--- config.mk ---
export PLATFORM = sky130hd
export DESIGN_NAME = delay_scheduler
export DESIGN_NICKNAME = d
export VERILOG_FILES = /design/src/rtl/delay_sched_pkg.sv /design/src/rtl/pulse_generator.sv /design/src/rtl/delay_scheduler.sv
export SDC_FILE = /design/constraint.sdc
export NUM_CORES = 1
export LEC_CHECK = 0
export CAP_MARGIN = 10
export CORE_ASPECT_RATIO = 1.1
export CORE_MARGIN = 3
export CORE_UTILIZATION = 55
export DETAILED_ROUTE_END_ITERATION = 8
export DONT_BUFFER_PORTS = 1
export PLACE_DENSITY = 0.81
export SYNTH_ARGS = -nofsm -noshare
export SYNTH_HDL_FRONTEND = slang
export SYNTH_SLANG_ARGS = --single-unit
--- constraint.sdc ---
create_clock -name clk -period 3.2 [get_ports clk]
set_clock_uncertainty 0.05 [all_clocks]
set_input_delay 0.32 -clock clk [delete_from_list [all_inputs] [get_ports clk]]
set_output_delay 0.32 -clock clk [all_outputs]
set_load 0.005 [all_outputs]
--- src/rtl/delay_sched_pkg.sv ---
// Shared types, default sizing and the round-robin pick function for the
// delay_scheduler timer-sharing block.
package delay_sched_pkg;

    typedef enum logic [1:0] {
        IDLE = 2'd0,
        LOAD = 2'd1,
        RUN  = 2'd2,
        DONE = 2'd3
    } sched_state_t;

    localparam int DEF_N       = 8;
    localparam int DEF_NUM_REQ = 4;
    localparam int DEF_REP_W   = 8;
    localparam int IDX_W       = $clog2(DEF_NUM_REQ);

    // The pick function works on a fixed-width request vector so any
    // requester count up to MAX_REQ can share it.
    localparam int MAX_REQ   = 32;
    localparam int MAX_IDX_W = 5;

    // Returns the first requester at or after ptr (wrapping at num) whose
    // request bit is set; returns ptr when nothing is requesting.
    function automatic logic [MAX_IDX_W-1:0] rr_pick(
        input logic [MAX_REQ-1:0]   req,
        input logic [MAX_IDX_W-1:0] ptr,
        input int unsigned          num
    );
        int unsigned idx;
        logic        found;
        rr_pick = ptr;
        found   = 1'b0;
        for (int unsigned i = 0; i < MAX_REQ; i++) begin
            idx = 32'(ptr) + i;
            if (idx >= num) begin
                idx = idx - num;
            end
            if ((i < num) && !found && req[idx[MAX_IDX_W-1:0]]) begin
                rr_pick = idx[MAX_IDX_W-1:0];
                found   = 1'b1;
            end
        end
    endfunction

endpackage

--- src/rtl/pulse_generator.sv ---
// Free-running period timer: emits a one-cycle pulse every `ticks` enabled
// cycles; ticks == 0 wraps the counter for a period of 2^N.
module pulse_generator #(
    parameter int N = 8
) (
    input  logic         clk,
    input  logic         rst,
    input  logic         ena,
    input  logic [N-1:0] ticks,
    output logic         out
);

    logic [N-1:0] cnt_q;
    logic         hit;

    assign hit = (cnt_q == (ticks - N'(1)));
    assign out = ena & hit;

    // NOTE: the clear is synchronous because rst is decoded from FSM state
    // and must never reach an asynchronous pin where a glitch could fire it.
    always_ff @(posedge clk) begin
        if (rst) begin
            cnt_q <= '0;
        end else if (ena) begin
            cnt_q <= hit ? '0 : cnt_q + N'(1);
        end
    end

endmodule

--- src/rtl/delay_scheduler.sv ---
// Round-robin owner of a single pulse_generator: grants it to one requester,
// counts `reps` periods of `ticks` clocks and returns a one-cycle done.
module delay_scheduler
    import delay_sched_pkg::*;
#(
    parameter int N       = DEF_N,
    parameter int NUM_REQ = DEF_NUM_REQ,
    parameter int REP_W   = DEF_REP_W
) (
    input  logic                     clk,
    input  logic                     rst,
    input  logic [NUM_REQ-1:0]       req,
    input  logic [NUM_REQ*N-1:0]     req_ticks,
    input  logic [NUM_REQ*REP_W-1:0] req_reps,
    output logic [NUM_REQ-1:0]       grant,
    output logic [NUM_REQ-1:0]       done,
    output logic                     busy,
    output logic                     tick
);

    localparam int OWN_W = $clog2(NUM_REQ);

    sched_state_t     state_q, state_d;
    logic [OWN_W-1:0] owner_q, owner_d;
    logic [OWN_W-1:0] rr_ptr_q, rr_ptr_d;
    logic [N-1:0]     ticks_q, ticks_d;
    logic [REP_W-1:0] reps_left_q, reps_left_d;

    logic [OWN_W-1:0] pick_idx;
    logic [OWN_W-1:0] next_ptr;
    logic             owner_req;
    logic             pg_rst;
    logic             pg_ena;
    logic             pg_out;

    assign pick_idx  = OWN_W'(rr_pick(MAX_REQ'(req), MAX_IDX_W'(rr_ptr_q), NUM_REQ));
    assign next_ptr  = (owner_q == OWN_W'(NUM_REQ - 1)) ? '0 : owner_q + OWN_W'(1);
    assign owner_req = req[owner_q];

    // Counter is held clear in every state but RUN, which covers the LOAD
    // cycle and guarantees each grant starts from a fresh period.
    assign pg_rst = ~rst | (state_q != RUN);
    assign pg_ena = (state_q == RUN);

    pulse_generator #(
        .N(N)
    ) u_pg (
        .clk  (clk),
        .rst  (pg_rst),
        .ena  (pg_ena),
        .ticks(ticks_q),
        .out  (pg_out)
    );

    // NOTE: every next-state variable is given its current value first, so
    // no branch of the case below can leave one unassigned and infer a latch.
    always_comb begin
        state_d     = state_q;
        owner_d     = owner_q;
        rr_ptr_d    = rr_ptr_q;
        ticks_d     = ticks_q;
        reps_left_d = reps_left_q;
        unique case (state_q)
            IDLE: begin
                if (|req) begin
                    owner_d     = pick_idx;
                    ticks_d     = req_ticks[pick_idx*N +: N];
                    reps_left_d = req_reps[pick_idx*REP_W +: REP_W];
                    state_d     = LOAD;
                end
            end
            LOAD: begin
                if (!owner_req) begin
                    rr_ptr_d = next_ptr;
                    state_d  = IDLE;
                end else if (reps_left_q == '0) begin
                    state_d = DONE;
                end else begin
                    state_d = RUN;
                end
            end
            RUN: begin
                if (!owner_req) begin
                    rr_ptr_d = next_ptr;
                    state_d  = IDLE;
                end else if (pg_out) begin
                    if (reps_left_q != '0) begin
                        reps_left_d = reps_left_q - REP_W'(1);
                    end
                    if (reps_left_q <= REP_W'(1)) begin
                        state_d = DONE;
                    end
                end
            end
            DONE: begin
                rr_ptr_d = next_ptr;
                state_d  = IDLE;
            end
            default: state_d = IDLE;
        endcase
    end

    // NOTE: sequential state uses non-blocking assignments so every register
    // samples the pre-edge values of all the others.
    always_ff @(posedge clk or negedge rst) begin
        if (!rst) begin
            state_q     <= IDLE;
            owner_q     <= '0;
            rr_ptr_q    <= '0;
            ticks_q     <= '0;
            reps_left_q <= '0;
        end else begin
            state_q     <= state_d;
            owner_q     <= owner_d;
            rr_ptr_q    <= rr_ptr_d;
            ticks_q     <= ticks_d;
            reps_left_q <= reps_left_d;
        end
    end

    always_comb begin
        grant = '0;
        done  = '0;
        busy  = (state_q != IDLE);
        tick  = pg_out & (state_q == RUN);
        for (int i = 0; i < NUM_REQ; i++) begin
            grant[i] = busy && (owner_q == OWN_W'(i));
            done[i]  = (state_q == DONE) && (owner_q == OWN_W'(i));
        end
    end

endmodule

==> flow_summary.html <==
<table>
<tr><th>Metric</th><th>Value</th></tr>
<tr><th colspan="2">Synthesis</th></tr>
<tr><td>Register bit count reported by yosys</td><td>30</td></tr>
<tr><td>Post-synth top area cell</td><td>sky130_fd_sc_hd__dfrtp_1</td></tr>
<tr><td>Async set-reset flop share out of synthesis</td><td>0.733</td></tr>
<tr><td>Post-synth cell types</td><td>65</td></tr>
<tr><td>Proportion of synthesized chip area in sequential cells</td><td>0.243</td></tr>
<tr><td>Primary FF master, synth</td><td>sky130_fd_sc_hd__dfrtp_1</td></tr>
<tr><td>Synthesized area divided by synthesized cell count</td><td>8.42 sq um</td></tr>
<tr><td>Combined area of all synthesized cells</td><td>2920 sq um</td></tr>
<tr><td>Synth Net Count</td><td>433</td></tr>
<tr><td>Cell types with the largest area share after synthesis</td><td>sky130_fd_sc_hd__dfrtp_1 19%, sky130_fd_sc_hd__mux2i_1 9.9%, sky130_fd_sc_hd__ha_1 6.9%, sky130_fd_sc_hd__dfxtp_1 5.5%, sky130_fd_sc_hd__nand2_1 4.0%</td></tr>
<tr><td>Synth top area share</td><td>0.188</td></tr>
<tr><td>Post-synthesis cell count</td><td>347</td></tr>
<tr><td>Number of warnings reported in the yosys synthesis log</td><td>0</td></tr>
<tr><td>Most repeated cell in the gate-level netlist after synthesis</td><td>sky130_fd_sc_hd__nand2_1</td></tr>
<tr><td>Ranking of synthesized cells by instance count</td><td>31 x sky130_fd_sc_hd__nand2_1, 29 x sky130_fd_sc_hd__mux2i_1, 23 x sky130_fd_sc_hd__nor2_1, 22 x sky130_fd_sc_hd__dfrtp_1</td></tr>
<tr><td>Number of synthesized flops with an enable pin</td><td>0</td></tr>
<tr><th colspan="2">Power and ir drop</th></tr>
<tr><td>Total power density per cell area</td><td>1060 nW/um^2</td></tr>
<tr><td>Pleak</td><td>1.32 nW</td></tr>
<tr><td>Max VDD drop</td><td>0.612 mV</td></tr>
<tr><th colspan="2">Layout</th></tr>
<tr><td>Synth-to-layout area growth</td><td>5.05%</td></tr>
<tr><td>Final cell count without fillers</td><td>405</td></tr>
<tr><td>Layout net count</td><td>432</td></tr>
<tr><td>Inserted Diodes</td><td>0</td></tr>
<tr><td>Post-route standard cell area excluding fillers</td><td>3070 sq um</td></tr>
<tr><td>Fraction of final layout cells sized beyond drive strength 1</td><td>0.0865</td></tr>
<tr><th colspan="2">Clock tree</th></tr>
<tr><td>Cell at the root of the clock tree</td><td>sky130_fd_sc_hd__clkbuf_8</td></tr>
<tr><td>Number of clock sinks</td><td>30</td></tr>
<tr><td>Insertion delay to the later sink of the worst-skew pair</td><td>280 ps</td></tr>
<tr><td>Total number of H-tree levels</td><td>2</td></tr>
<tr><td>Inserted Clock Buffers</td><td>5</td></tr>
<tr><td>Clk pin slew, worst setup/hold paths</td><td>60 ps</td></tr>
<tr><td>TritonCTS clock tree</td><td>yes</td></tr>
<tr><td>Maximum root-to-sink buffer count</td><td>2</td></tr>
<tr><th colspan="2">Setup path</th></tr>
<tr><td>Crit path max fanout</td><td>13</td></tr>
<tr><td>R2R setup slack</td><td>260 ps</td></tr>
<tr><td>Cell class contributing the biggest share of worst-path delay</td><td>compound AO/OA/AOI/OAI gates</td></tr>
<tr><td>Critical-path cell with the highest stage delay</td><td>sky130_fd_sc_hd__o32a_1</td></tr>
<tr><td>Cells along the critical path</td><td>inv_1 &gt; ha_1 &gt; or2_2 &gt; o32a_1 &gt; mux2i_1 &gt; o221ai_1 &gt; o2111a_1 &gt; a21oi_1 &gt; a22oi_1</td></tr>
<tr><td>Largest stage delay, worst path</td><td>500 ps</td></tr>
<tr><td>Data arrival time of the critical path</td><td>3030 ps</td></tr>
<tr><td>Buffers plus inverters on the worst setup path</td><td>1</td></tr>
<tr><td>Class of the most critical setup path</td><td>reg2reg</td></tr>
<tr><td>CP Data Required Time</td><td>3290 ps</td></tr>
<tr><td>Setup crit start kind</td><td>flip-flop</td></tr>
<tr><td>End of the worst register-to-register path</td><td>reps_left_q[1]</td></tr>
<tr><td>Worst R2R Path Depth</td><td>9</td></tr>
<tr><td>Element type at the critical path end</td><td>flip-flop</td></tr>
<tr><td>Reg2reg start</td><td>rr_ptr_q[1]</td></tr>
<tr><th colspan="2">Detailed routing</th></tr>
<tr><td>Wire length per cell</td><td>17.0 um</td></tr>
<tr><td>WL final</td><td>6.90 mm</td></tr>
<tr><td>First DRT Iteration DRCs</td><td>86</td></tr>
<tr><td>Per-cell via count in the routed design</td><td>6.37</td></tr>
<tr><td>Number of antenna-violating nets in the routed design</td><td>0</td></tr>
<tr><td>Via total after detailed routing</td><td>2579</td></tr>
<tr><td>DR pass1 iterations</td><td>4</td></tr>
<tr><td>Number of remaining DRC errors</td><td>0</td></tr>
<tr><th colspan="2">Global routing</th></tr>
<tr><td>Number of antenna violations at the first check in global routing</td><td>0</td></tr>
<tr><td>All-layer global routing usage</td><td>0.227</td></tr>
<tr><td>Global-route wire length before repair</td><td>11.0 mm</td></tr>
<tr><td>Aggregate global routing overflow</td><td>0</td></tr>
<tr><td>Maximum number of pins on one net before global-route repair</td><td>23</td></tr>
<tr><td>Number of global-route vias before repair</td><td>2409</td></tr>
<tr><th colspan="2">Die</th></tr>
<tr><td>Area of the core</td><td>5070 sq um</td></tr>
<tr><td>Placement row count</td><td>27</td></tr>
<tr><td>X dimension of the die</td><td>75.5 um</td></tr>
<tr><td>Die area</td><td>6220 sq um</td></tr>
<tr><td>Initial core utilization</td><td>0.577</td></tr>
<tr><td>Chip Height</td><td>82.4 um</td></tr>
<tr><td>Num ports</td><td>80</td></tr>
<tr><th colspan="2">Placed design</th></tr>
<tr><td>Half-perimeter wire length of the detailed placement result</td><td>5.45 mm</td></tr>
<tr><td>Inst Count DP</td><td>396</td></tr>
<tr><td>Area of placed instances</td><td>2980 sq um</td></tr>
<tr><td>Port bufs</td><td>0</td></tr>
<tr><td>Routability congestion estimate</td><td>0.836</td></tr>
<tr><th colspan="2">STA</th></tr>
<tr><td>Fraction of the cycle the final worst path needs</td><td>0.918</td></tr>
<tr><td>Final setup fails</td><td>0</td></tr>
<tr><td>Hold violation total from the final report</td><td>0</td></tr>
<tr><td>Number of pins exceeding their max-slew limit in the final report</td><td>0</td></tr>
<tr><td>Achievable clock frequency</td><td>340 MHz</td></tr>
<tr><td>Minimum period implied by the final worst setup slack</td><td>2940 ps</td></tr>
<tr><td>Post-route setup TNS</td><td>0 ps</td></tr>
<tr><td>Relative slew slack</td><td>0.309</td></tr>
<tr><td>Setup repair after global routing missed its margin</td><td>false</td></tr>
<tr><td>Transition at the pin with the smallest max-transition slack</td><td>1030 ps</td></tr>
<tr><th colspan="2">Min path</th></tr>
<tr><td>Hold depth</td><td>2</td></tr>
<tr><td>Worst Hold Endpoint</td><td>ticks_q[4]</td></tr>
<tr><td>Hold wc startpoint</td><td>req_ticks[4]</td></tr>
<tr><td>Class of the tightest hold or removal check</td><td>in2reg</td></tr>
<tr><th colspan="2">Flow run</th></tr>
<tr><td>Max-capacitance violation count</td><td>0</td></tr>
<tr><th colspan="2">Run status</th></tr>
<tr><td>Status</td><td>complete, no violations</td></tr>
</table>
## cell type report
| cell class | count | area, sq um |
|---|---|---|
| multi-input cells | 281 | 2060 |
| fillers | 469 | 2000 |
| flip-flops and latches | 30 | 711 |
| repair buffers | 11 | 85.1 |
| clock buffers | 8 | 80.1 |
| well taps | 58 | 72.6 |
| inverters | 17 | 63.8 |
## worst max path at each step
stage | end | slack, ps | from | cells after the start
global route | ticks_q[5] | 50 | rr_ptr_q[1] | 9
CTS | ticks_q[5] | 200 | rr_ptr_q[1] | 9
finish | reps_left_q[1] | 260 | rr_ptr_q[1] | 9
detailed placement | ticks_q[5] | 230 | rr_ptr_q[1] | 9
floorplan | reps_left_q[0] | 470 | rr_ptr_q[0] | 11
global placement | ticks_q[6] | 390 | rr_ptr_q[0] | 7
## sequential cells by signal, indices dropped and copies added, names as in the netlist
| name | count |
|---|---|
| ticks_q | 8 |
| rr_ptr_q | 2 |
| owner_q | 2 |
| state_q | 2 |
| reps_left_q | 8 |
| u_pg.cnt_q | 8 |
## report_power, final
group	switching [mW]	total (mW)	internal (mW)	leakage [nW]
registers	0.199	0.728	0.530	0.332
clock network	0.140	0.295	0.154	0.0395
logic	1.24	2.24	0.996	0.945
total	1.58	3.26	1.68	1.32
## placed cells by master, fill, tap and decap left out, drive strengths merged, types with 9 or more instances in the layout
master  instances
nand2          32
ha             16
xor2            9
and2           12
inv            16
a21oi          14
o221ai         12
nor2           23
nand3          12
dfrtp          22
buf            10
mux2i          30
nand4           9
and3           11
o21ai          12
## worst reg2reg max path, cell delays in order, from the launching register on
cell and delay (ps):
sky130_fd_sc_hd__dfrtp_1 480, sky130_fd_sc_hd__inv_1 140, sky130_fd_sc_hd__ha_1 380, sky130_fd_sc_hd__or2_2 320, sky130_fd_sc_hd__o32a_1 500, sky130_fd_sc_hd__mux2i_1 230
sky130_fd_sc_hd__o221ai_1 130, sky130_fd_sc_hd__o2111a_1 270, sky130_fd_sc_hd__a21oi_1 190, sky130_fd_sc_hd__a22oi_1 110
## kinds of logic (layout without fill, tap and decap cells)
family,count (synthesis),count (layout),share of synthesized area
compound gates,80,80,0.209
xor+xnor,15,15,0.0450
fa+ha+maj,16,16,0.0685
buf+inv,36,36,0.0527
flops,30,30,0.243
mux,36,36,0.139
simple gates,134,134,0.242
## per-layer routing
layer,wire (um),vias up,track usage,part of all wire
met2,3540,81,0.410,0.51
met1,2720,1211,0.252,0.39
met5,0,-,0,0
li1,-,1276,-,-
met4,107,0,0.0699,0.016
met3,535,11,0.0666,0.078
## what timing repair did
item / CTS / global route
setup buffers: 0 / 0
hold buffers: 1 / 0
endpoints found under the setup margin: 0 / 7
resized for setup: 0 / 1
endpoints found under the hold margin: 22 / 0
## per-stage QoR
stage | power (mW) | hold WS (ps) | setup WS [ps] | util
after CTS | 3.26 | 224 | 202 | 0.606
after global routing | 3.56 | 227 | 46.9 | 0.606
after global placement | 2.87 | -24.6 | 388 | 0.588
final | 3.26 | 223 | 261 | 0.606
after detailed placement | 2.95 | -24.4 | 231 | 0.588
after floorplan | 2.52 | -25.6 | 470 | -
(Power assumes the default switching activity.)
